==> config.mk <==
export PLATFORM = sky130hd
export DESIGN_NAME = crc8_serial_gen
export DESIGN_NICKNAME = d
export VERILOG_FILES = /design/src/rtl/crc8_serial_gen.sv
export SDC_FILE = /design/constraint.sdc
export NUM_CORES = 1
export LEC_CHECK = 0
export ABC_AREA = 1
export CORE_MARGIN = 2
export CORE_UTILIZATION = 30
export CTS_CLUSTER_DIAMETER = 120
export DETAILED_ROUTE_END_ITERATION = 10
export SKIP_CTS_REPAIR_TIMING = 1
export SLEW_MARGIN = 20
export SYNTH_ARGS = -nofsm -noshare
export SYNTH_HDL_FRONTEND = slang
export SYNTH_SLANG_ARGS = --single-unit
export TNS_END_PERCENT = 5
==> constraint.sdc <==
create_clock -name clk -period 2.8 [get_ports clk]
set_input_delay 0.56 -clock clk [delete_from_list [all_inputs] [get_ports clk]]
set_output_delay 0.56 -clock clk [all_outputs]
set_load 0.03 [all_outputs]
==> src/rtl/crc8_serial_gen.sv <==
// Serial CRC-8 generator: passes data bits through with one-cycle latency, then appends
// the 8-bit CRC MSB first.
module crc8_serial_gen #(
  parameter logic [7:0] POLY = 8'h07,
  parameter logic [7:0] INIT = 8'h00
) (
  input  logic       clk,
  input  logic       rst,
  input  logic       din,
  input  logic       din_valid,
  input  logic       din_last,
  output logic       din_ready,
  output logic       dout,
  output logic       dout_valid,
  output logic [7:0] crc_out,
  output logic       done,
  output logic       busy
);

  typedef enum logic {StData, StAppend} state_e;

  state_e     state_q, state_d;
  logic [7:0] crc_q, crc_d;
  logic [2:0] cnt_q, cnt_d;
  logic       dout_q, dout_d;
  logic       dout_valid_q, dout_valid_d;
  logic [7:0] crc_out_q, crc_out_d;
  logic       done_q, done_d;

  logic       accept;
  logic       fb;
  logic [7:0] crc_upd;

  assign din_ready = (state_q == StData);
  assign busy      = (state_q == StAppend);
  assign accept    = din_valid & din_ready;

  // One LFSR step; bit 7 is shifted out and only feeds the XOR tap.
  assign fb      = crc_q[7] ^ din;
  assign crc_upd = {crc_q[6:0], 1'b0} ^ (fb ? POLY : 8'h00);

  always_comb begin
    state_d      = state_q;
    crc_d        = crc_q;
    cnt_d        = cnt_q;
    dout_d       = 1'b0;
    dout_valid_d = 1'b0;
    crc_out_d    = crc_out_q;
    done_d       = 1'b0;
    unique case (state_q)
      StData: begin
        if (accept) begin
          dout_d       = din;
          dout_valid_d = 1'b1;
          crc_d        = crc_upd;
          if (din_last) begin
            crc_out_d = crc_upd;
            cnt_d     = 3'd7;
            state_d   = StAppend;
          end
        end
      end
      StAppend: begin
        // The CRC register doubles as the output shift register.
        dout_d       = crc_q[7];
        dout_valid_d = 1'b1;
        crc_d        = {crc_q[6:0], 1'b0};
        cnt_d        = cnt_q - 3'd1;
        if (cnt_q == 3'd0) begin
          state_d = StData;
          crc_d   = INIT;
          done_d  = 1'b1;
        end
      end
    endcase
  end

  always_ff @(posedge clk) begin
    if (rst) begin
      state_q      <= StData;
      crc_q        <= INIT;
      cnt_q        <= 3'd0;
      dout_q       <= 1'b0;
      dout_valid_q <= 1'b0;
      crc_out_q    <= 8'h00;
      done_q       <= 1'b0;
    end else begin
      state_q      <= state_d;
      crc_q        <= crc_d;
      cnt_q        <= cnt_d;
      dout_q       <= dout_d;
      dout_valid_q <= dout_valid_d;
      crc_out_q    <= crc_out_d;
      done_q       <= done_d;
    end
  end

  assign dout       = dout_q;
  assign dout_valid = dout_valid_q;
  assign crc_out    = crc_out_q;
  assign done       = done_q;

endmodule

Yosys cells after proc, flatten, opt, wreduce, memory -nomap -nowiden
Index checks and enable logic that the tools add are counted.
{"block": "totals", "output_inout_bits": 13, "register_bits": 23, "word_cells": 34, "inputBits": 5}
{"block": "op_classes", "n_addsub": 1, "eq_ne": 2, "n_mux": 16, "bitwise": 4, "reduce_logical": 4}
{"op": "$mux W8", "count": 2}
{"op": "$pmux W8 S2", "count": 1}
{"op": "$mux W3", "count": 3}
{"op": "$xor A8 B3 Y8", "count": 1}
{"op": "$mux W1", "count": 6}
{"op": "$pmux W1 S2", "count": 3}
{"op": "$pmux W3 S2", "count": 1}
{"op": "$logic_not A3 Y1", "count": 1}
{"op": "$reduce_and A3 Y1", "count": 1}
{"op": "$sub A3 B1 Y3 const B", "count": 1}
{"op": "$ne A2 B1 Y1 const B", "count": 1}
{"op": "$ne A2 B2 Y1 const B", "count": 1}
{"op": "$reduce_and A2 Y1", "count": 1}
{"op": "$reduce_or A2 Y1", "count": 1}
{"op": "$and A1 B1 Y1", "count": 1}
{"op": "$not A1 Y1", "count": 1}
{"op": "$xor A1 B1 Y1", "count": 1}

Depth between registers and ports, before layout
Gate-level depths: netlist of the first run.
{"block": "depth", "word_depth": 5, "depth_mapped": 8}

Worst setup path before layout of the first run
No wires, ideal clock.
{"block": "synth_path", "path_type": "flip-flop to flip-flop", "start": "register state_q (netlist: busy)", "end": "register crc_out_q[1] (netlist: crc_out[1])", "period_less_slack_ns": 1.322, "t_arrival_ns": 1.213, "setup_slack_ns": 1.478, "n_path_buf": 2, "path_stages_with_launch": 9, "setup_time_ns": 0.109, "cell_sequence": "dfxtp_1 buf_6 inv_4 nand2_4 nor2_4 buf_6 o21a_1 nand2_1 inv_1"}
{"block": "synth_via", "elab_chain_len": 3}
{"item": "start, declared", "line_no": "22", "source": "state_e state_q, state_d;"}
{"item": "start signal, assigned", "line_no": "80", "source": "state_q <= StData;"}
{"item": "start signal, assigned", "line_no": "88", "source": "state_q <= state_d;"}
{"item": "$not A1 Y1 (*)"}
{"item": "net din_ready", "line_no": "12", "source": "output logic din_ready,"}
{"item": "$and A1 B1 Y1", "line_no": "36", "source": "assign accept = din_valid & din_ready;"}
{"item": "$reduce_and A3 Y1 (no line) (*)"}
{"item": "end signal, assigned", "line_no": "93", "source": "crc_out_q <= crc_out_d;"}
{"item": "end, declared", "line_no": "27", "source": "logic [7:0] crc_out_q, crc_out_d;"}
The timed path passes the listed nets; every way through them passes the cells marked *.
A chain may end at the register's enable or synchronous reset.

Worst setup path in the final report of the first run
{"block": "layout_path", "start": "register state_q (netlist: busy)", "end": "output busy"}
{"item": "end, declared", "line_no": "17", "source": "output logic busy"}
No word-level cell between the ends.

==> impl_metrics.tcl, run 1 <==
set metrics [dict create \
    cts_tree "yes" \
    cts_sinks 23 \
    grt_max_degree 15 \
    power_density_nw_per_um2 535.5 \
    crit_type "flop to primary output" \
    setup_violations 0 \
    dieArea_um2 3748 \
    min-delay-path-class "flop to flop" \
    drtPass1Iterations 6 \
    postRouteAntennaNets 0 \
    critPathRequiredTime_ns 2.24 \
    cellLeakagePower_nw 0.5176 \
    grt_pass1_wl_um 3574 \
    p_total_uw 650.6 \
    irDropWorstVdd_v 0.0003550 \
    syn_nets 135 \
    final_hold_viol_count 0 \
    syn_area_um2 982.2 \
    cpLargestDelayFamily "buffers and inverters" \
    synth_ff_type "dfxtp_1" \
    ys_types 19 \
    dpl.hpwl_um 1565 \
    row_count 20 \
    setup_tns_ns 0 \
    initialDrtViolationCount 38 \
    clk_pin_slew_ns 0.13 \
    place_area_um2 1185 \
    n_antenna_cell 0 \
    yosysMostFrequentCell "nand2_1" \
    place_inst 186 \
    cts_buffers 3 \
    start_util_pct 31.91 \
    htreeDepth 1 \
    ys_seq_elements 23 \
    drc 0 \
    core_um2 3078 \
    path_cells "clkdlybuf4s50_1" \
    fmax_mhz 442.4 \
    ys_seq_area_share_pct 46.88 \
    yosysWarnings 0 \
    tightest_slew_ns 0.4412 \
    slew_headroom_pct 70.55 \
    die_w_um 61.22 \
    crit_arrival_ns 1.70 \
    netlist.area_leader.share_pct 46.88 \
    synth_top_area_cell "dfxtp_1" \
    io_pins 18 \
    postLayoutCellArea_um2 1215 \
    slowest_stage "clkdlybuf4s50_1" \
    gp_congestion 0.7988 \
    startpoint "busy" \
    track_usage_pct 12.92 \
    avgSynthCellArea_um2 7.673 \
    min_from "crc_out[0]" \
    synth.area.top_cells "dfxtp_1 (47%), nand2_1 (9.9%), a21oi_1 (6.1%), nand3_1 (6.1%), inv_1 (5.7%)" \
    timing.critical_path.slowest_cell_delay_ns 0.76 \
    grt_overflow 0 \
    whs_ns 0.4881 \
    post-place-ws_ns 0.9016 \
    worstSkewPairLatency_ns 0.32 \
    rsz0062_at_grt "false" \
    routed_wl_um 2090 \
    fin_util_pct 39.47 \
    post-route-period-util_pct 80.72 \
    area_delta_synth_final_pct 23.69 \
    drive_above_1_share_pct 7.534 \
    endpoint_kind "primary output" \
    drv_cap 0 \
    cts_root_buf "clkbuf_4" \
    fillers 316 \
    async_flop_share_pct 0 \
    fin_ws_ns 0.5399 \
    cp_max_fo 10 \
    status "finished, final reports clean" \
    vias 879 \
    timing.rr.start "busy" \
    grt_pass1_vias 845 \
    antenna_found_initial 0 \
    nNetsFinal 154 \
    cts_max_path_buffers 2 \
    synth-edff-count 0 \
    post-route-min-period_ns 2.260 \
    drv_slew 0 \
    synth_common_cells "nand2_1 (26), dfxtp_1 (23), inv_1 (15)" \
    wire_per_inst_um 11.00 \
    die_h_um 61.22 \
    finClkSkew_ns 0.007468 \
    path_buf_inv 1 \
    fin_cells 190 \
    synth_cells 128 \
    worst_setup_path_start_kind "flop" \
    io_buffer_count 17 \
    via_per_inst 4.626 \
]
## worst reg2reg max path, cell delays in order, from the launching register on
cell and delay [ns]:
dfxtp_1 0.62, nand3_1 0.33, and3_1 0.28
## registers in the layout, summed over array words and instances (netlist names)
| name | count |
|---|---|
| busy | 1 |
| cnt_q | 3 |
| crc_out | 8 |
| crc_q | 8 |
| done | 1 |
| dout | 1 |
| dout_valid | 1 |
## layout make-up
| type | instances | area (µm²) | share of cell area, % |
|---|---|---|---|
| inverter | 17 | 68.82 | 5.664 |
| sequential | 23 | 460.4 | 37.90 |
| tap | 44 | 55.05 | 4.531 |
| clock buffer | 3 | 22.52 | 1.854 |
| timing repair buffer | 18 | 177.7 | 14.62 |
| clock inverter | 1 | 7.507 | 0.6179 |
| multi-input combinational | 84 | 422.9 | 34.81 |
## metal layers
metal / vias to the layer above / track usage (%) / part of all wire (%)
met5: - / 0 / 0
met4: 0 / 2.174 / 0.62
met3: 2 / 4.832 / 4.6
met2: 17 / 21.43 / 48
met1: 416 / 16.30 / 47
li1: 444 / - / -
## worst paths after layout
kind           endpoint  slack, ns  depth (start not counted)
max                busy       0.54                          1
min          crc_out[0]       0.49                          2
max reg2reg        busy       1.49                          2
min reg2reg  crc_out[0]       0.49                          2
## where the power goes
part           internal [mW]  total (mW)  leakage [nW]  switching, mW
sequential             0.348       0.363         0.189         0.0152
clock                 0.0547       0.162        0.0139          0.108
combinational         0.0488       0.125         0.315         0.0766
total                  0.451       0.651         0.518          0.200
## kinds of logic after synthesis
family / share of synthesized area (%)
buffers and inverters: 10.06
AO/OA/AOI/OAI: 14.27
flip-flops: 46.88
adder cells (fa/ha/maj): 2.547
AND/OR/NAND/NOR: 26.24
## layout by cell type (no fill, tap or decap)
cell type,netlist,final
ha_1,2,2
a21oi_1,12,12
dfxtp_1,23,23
o21a_1,2,2
nand3b_1,2,2
nand2_1,26,26
o21ai_0,10,10
nand3_1,12,12
inv_4,2,2
inv_1,15,15
buf_4,0,1
nand2_4,1,1
clkdlybuf4s50_1,0,17
and3_1,1,1
a21oi_2,1,1
clkbuf_4,0,3
nor2_4,2,2
clkinvlp_4,0,1
a31oi_1,1,1
nor2_1,12,12
Note: power is estimated with default switching activity, not from simulation.
==> run 2, diff against run 1 <==
Clock period 2.8 ns to 2.3 ns, I/O delays scaled along.
==> run 2 against run 1 <==
Against the previous run:
- critical endpoint unchanged
- combinational power up 21%
- setup slack lost 0.37 ns
- clock power rose by 14%
- largest cell class unchanged
- design area is 0.31% lower
- flip-flop and latch count is the same
- first-iteration DRC count shrank 21%
==> impl_metrics.tcl, run 2 (synthesis gave the netlist of run 1 again) <==
set metrics [dict create \
    io_pins 18 \
    power_density_nw_per_um2 641.3 \
    gp_congestion 0.7757 \
    rsz0062_at_grt "false" \
    clkPwrFrac_pct 23.7 \
    slowest_stage "clkdlybuf4s50_1" \
    wire_per_inst_um 10.67 \
    layout_commonest_cell "nand2_1" \
    drive_above_1_share_pct 6.849 \
    cts_sinks 23 \
    critPathRequiredTime_ns 1.84 \
    drc 0 \
    die_w_um 61.22 \
    p_total_uw 776.7 \
    initialDrtViolationCount 30 \
    cts_max_path_buffers 2 \
    cp_max_fo 10 \
    htreeDepth 1 \
    start_util_pct 31.91 \
    worstSkewPairLatency_ns 0.31 \
    min-delay-path-class "flop to flop" \
    grt_pass1_wl_um 3491 \
    path_cells "clkdlybuf4s50_1" \
    timing.critical_path.slowest_cell_delay_ns 0.76 \
    setup_tns_ns 0 \
    p_comb_share_pct 19.5 \
    core_um2 3078 \
    routed_wl_um 2028 \
    grt_overflow 0 \
    nNetsFinal 154 \
    via_per_inst 4.405 \
    finClkSkew_ns 0.01032 \
    io_buffer_count 17 \
    status "finished, final reports clean" \
    tightest_slew_ns 0.4448 \
    grt_max_degree 13 \
    crit_arrival_ns 1.67 \
    endpoint_kind "primary output" \
    drv_cap 0 \
    final_cell_mix "nand2_1 (26), dfxtp_1 (23), clkdlybuf4s50_1 (17)" \
    path_buf_inv 1 \
    post-route-period-util_pct 92.80 \
    seq_power_share_pct 56.8 \
    drv_slew 0 \
    cts_buffers 3 \
    cts_root_buf "clkbuf_4" \
    p_sw_uw 227.0 \
    n_antenna_cell 0 \
    fillers 321 \
    postRouteAntennaNets 0 \
    drtPass1Iterations 4 \
    antenna_found_initial 0 \
    setup_violations 0 \
    post-route-min-period_ns 2.134 \
    slew_headroom_pct 70.31 \
    p_int_uw 549.7 \
    worst_setup_path_start_kind "flop" \
    track_usage_pct 12.39 \
    crit_type "flop to primary output" \
    die_h_um 61.22 \
    switching_share_pct 29.22 \
    dpl.hpwl_um 1514 \
    irDropWorstVdd_v 0.0002312 \
    cts_tree "yes" \
    grt_pass1_vias 807 \
    fmax_mhz 468.5 \
    area_delta_synth_final_pct 23.31 \
    vias 837 \
    row_count 20 \
    clk_pin_slew_ns 0.13 \
    cpLargestDelayFamily "buffers and inverters" \
    cellLeakagePower_nw 0.5186 \
    final_hold_viol_count 0 \
    dieArea_um2 3748 \
]
run 2: cell types whose count changed in the layout (fill, tap and decap cells not counted):
cell / delta
clkbuf_1: +1
clkinvlp_4: -1
run 2: metrics by stage:
stage	cell area [µm²]	cells	hold WS (ns)	setup slack, ns	util, %
after floorplan	982.2	128	0.4452	0.9778	-
after global placement	1185	186	0.4647	0.5075	38.50
after detailed placement	1185	186	0.4704	0.5043	38.50
after CTS	1211	190	0.4923	0.1479	39.35
after global routing	1211	190	0.5158	0.09552	39.35
final	1211	190	0.4911	0.1656	39.35
run 2: worst paths after layout:
path | start | endpoint | slack [ns] | depth (start not counted)
min | crc_out[0] | crc_out[0] | 0.49 | 2
max reg2reg | busy | busy | 0.96 | 2
max | busy | busy | 0.17 | 1
min reg2reg | crc_out[0] | crc_out[0] | 0.49 | 2
run 2: layout make-up:
type / count / area (µm²) / share of cell area [%]
multi-input combinational: 84 / 422.9 / 34.92
inverter: 17 / 68.82 / 5.682
timing repair buffer: 18 / 177.7 / 14.67
sequential: 23 / 460.4 / 38.02
clock buffer: 4 / 26.28 / 2.169
tap: 44 / 55.05 / 4.545
run 2: routing by layer:
layer	global-route usage [%]	part of all wire, %	up-vias
li1	-	-	446
met5	0	0	-
met4	2.484	0.39	0
met3	3.782	4.5	2
met1	16.65	51	373
met2	19.76	44	16
run 2: power by group through the flow:
| stage | sequential [mW] | clock, mW | combinational [mW] |
|---|---|---|---|
| 2_1_floorplan | 0.469 | 0 | 0.0810 |
| 3_3_place_gp | 0.450 | 0 | 0.151 |
| 3_5_place_dp | 0.450 | 0 | 0.152 |
| 4_1_cts | 0.442 | 0.192 | 0.152 |
| 5_1_grt | 0.445 | 0.209 | 0.169 |
| 6_report | 0.441 | 0.184 | 0.151 |
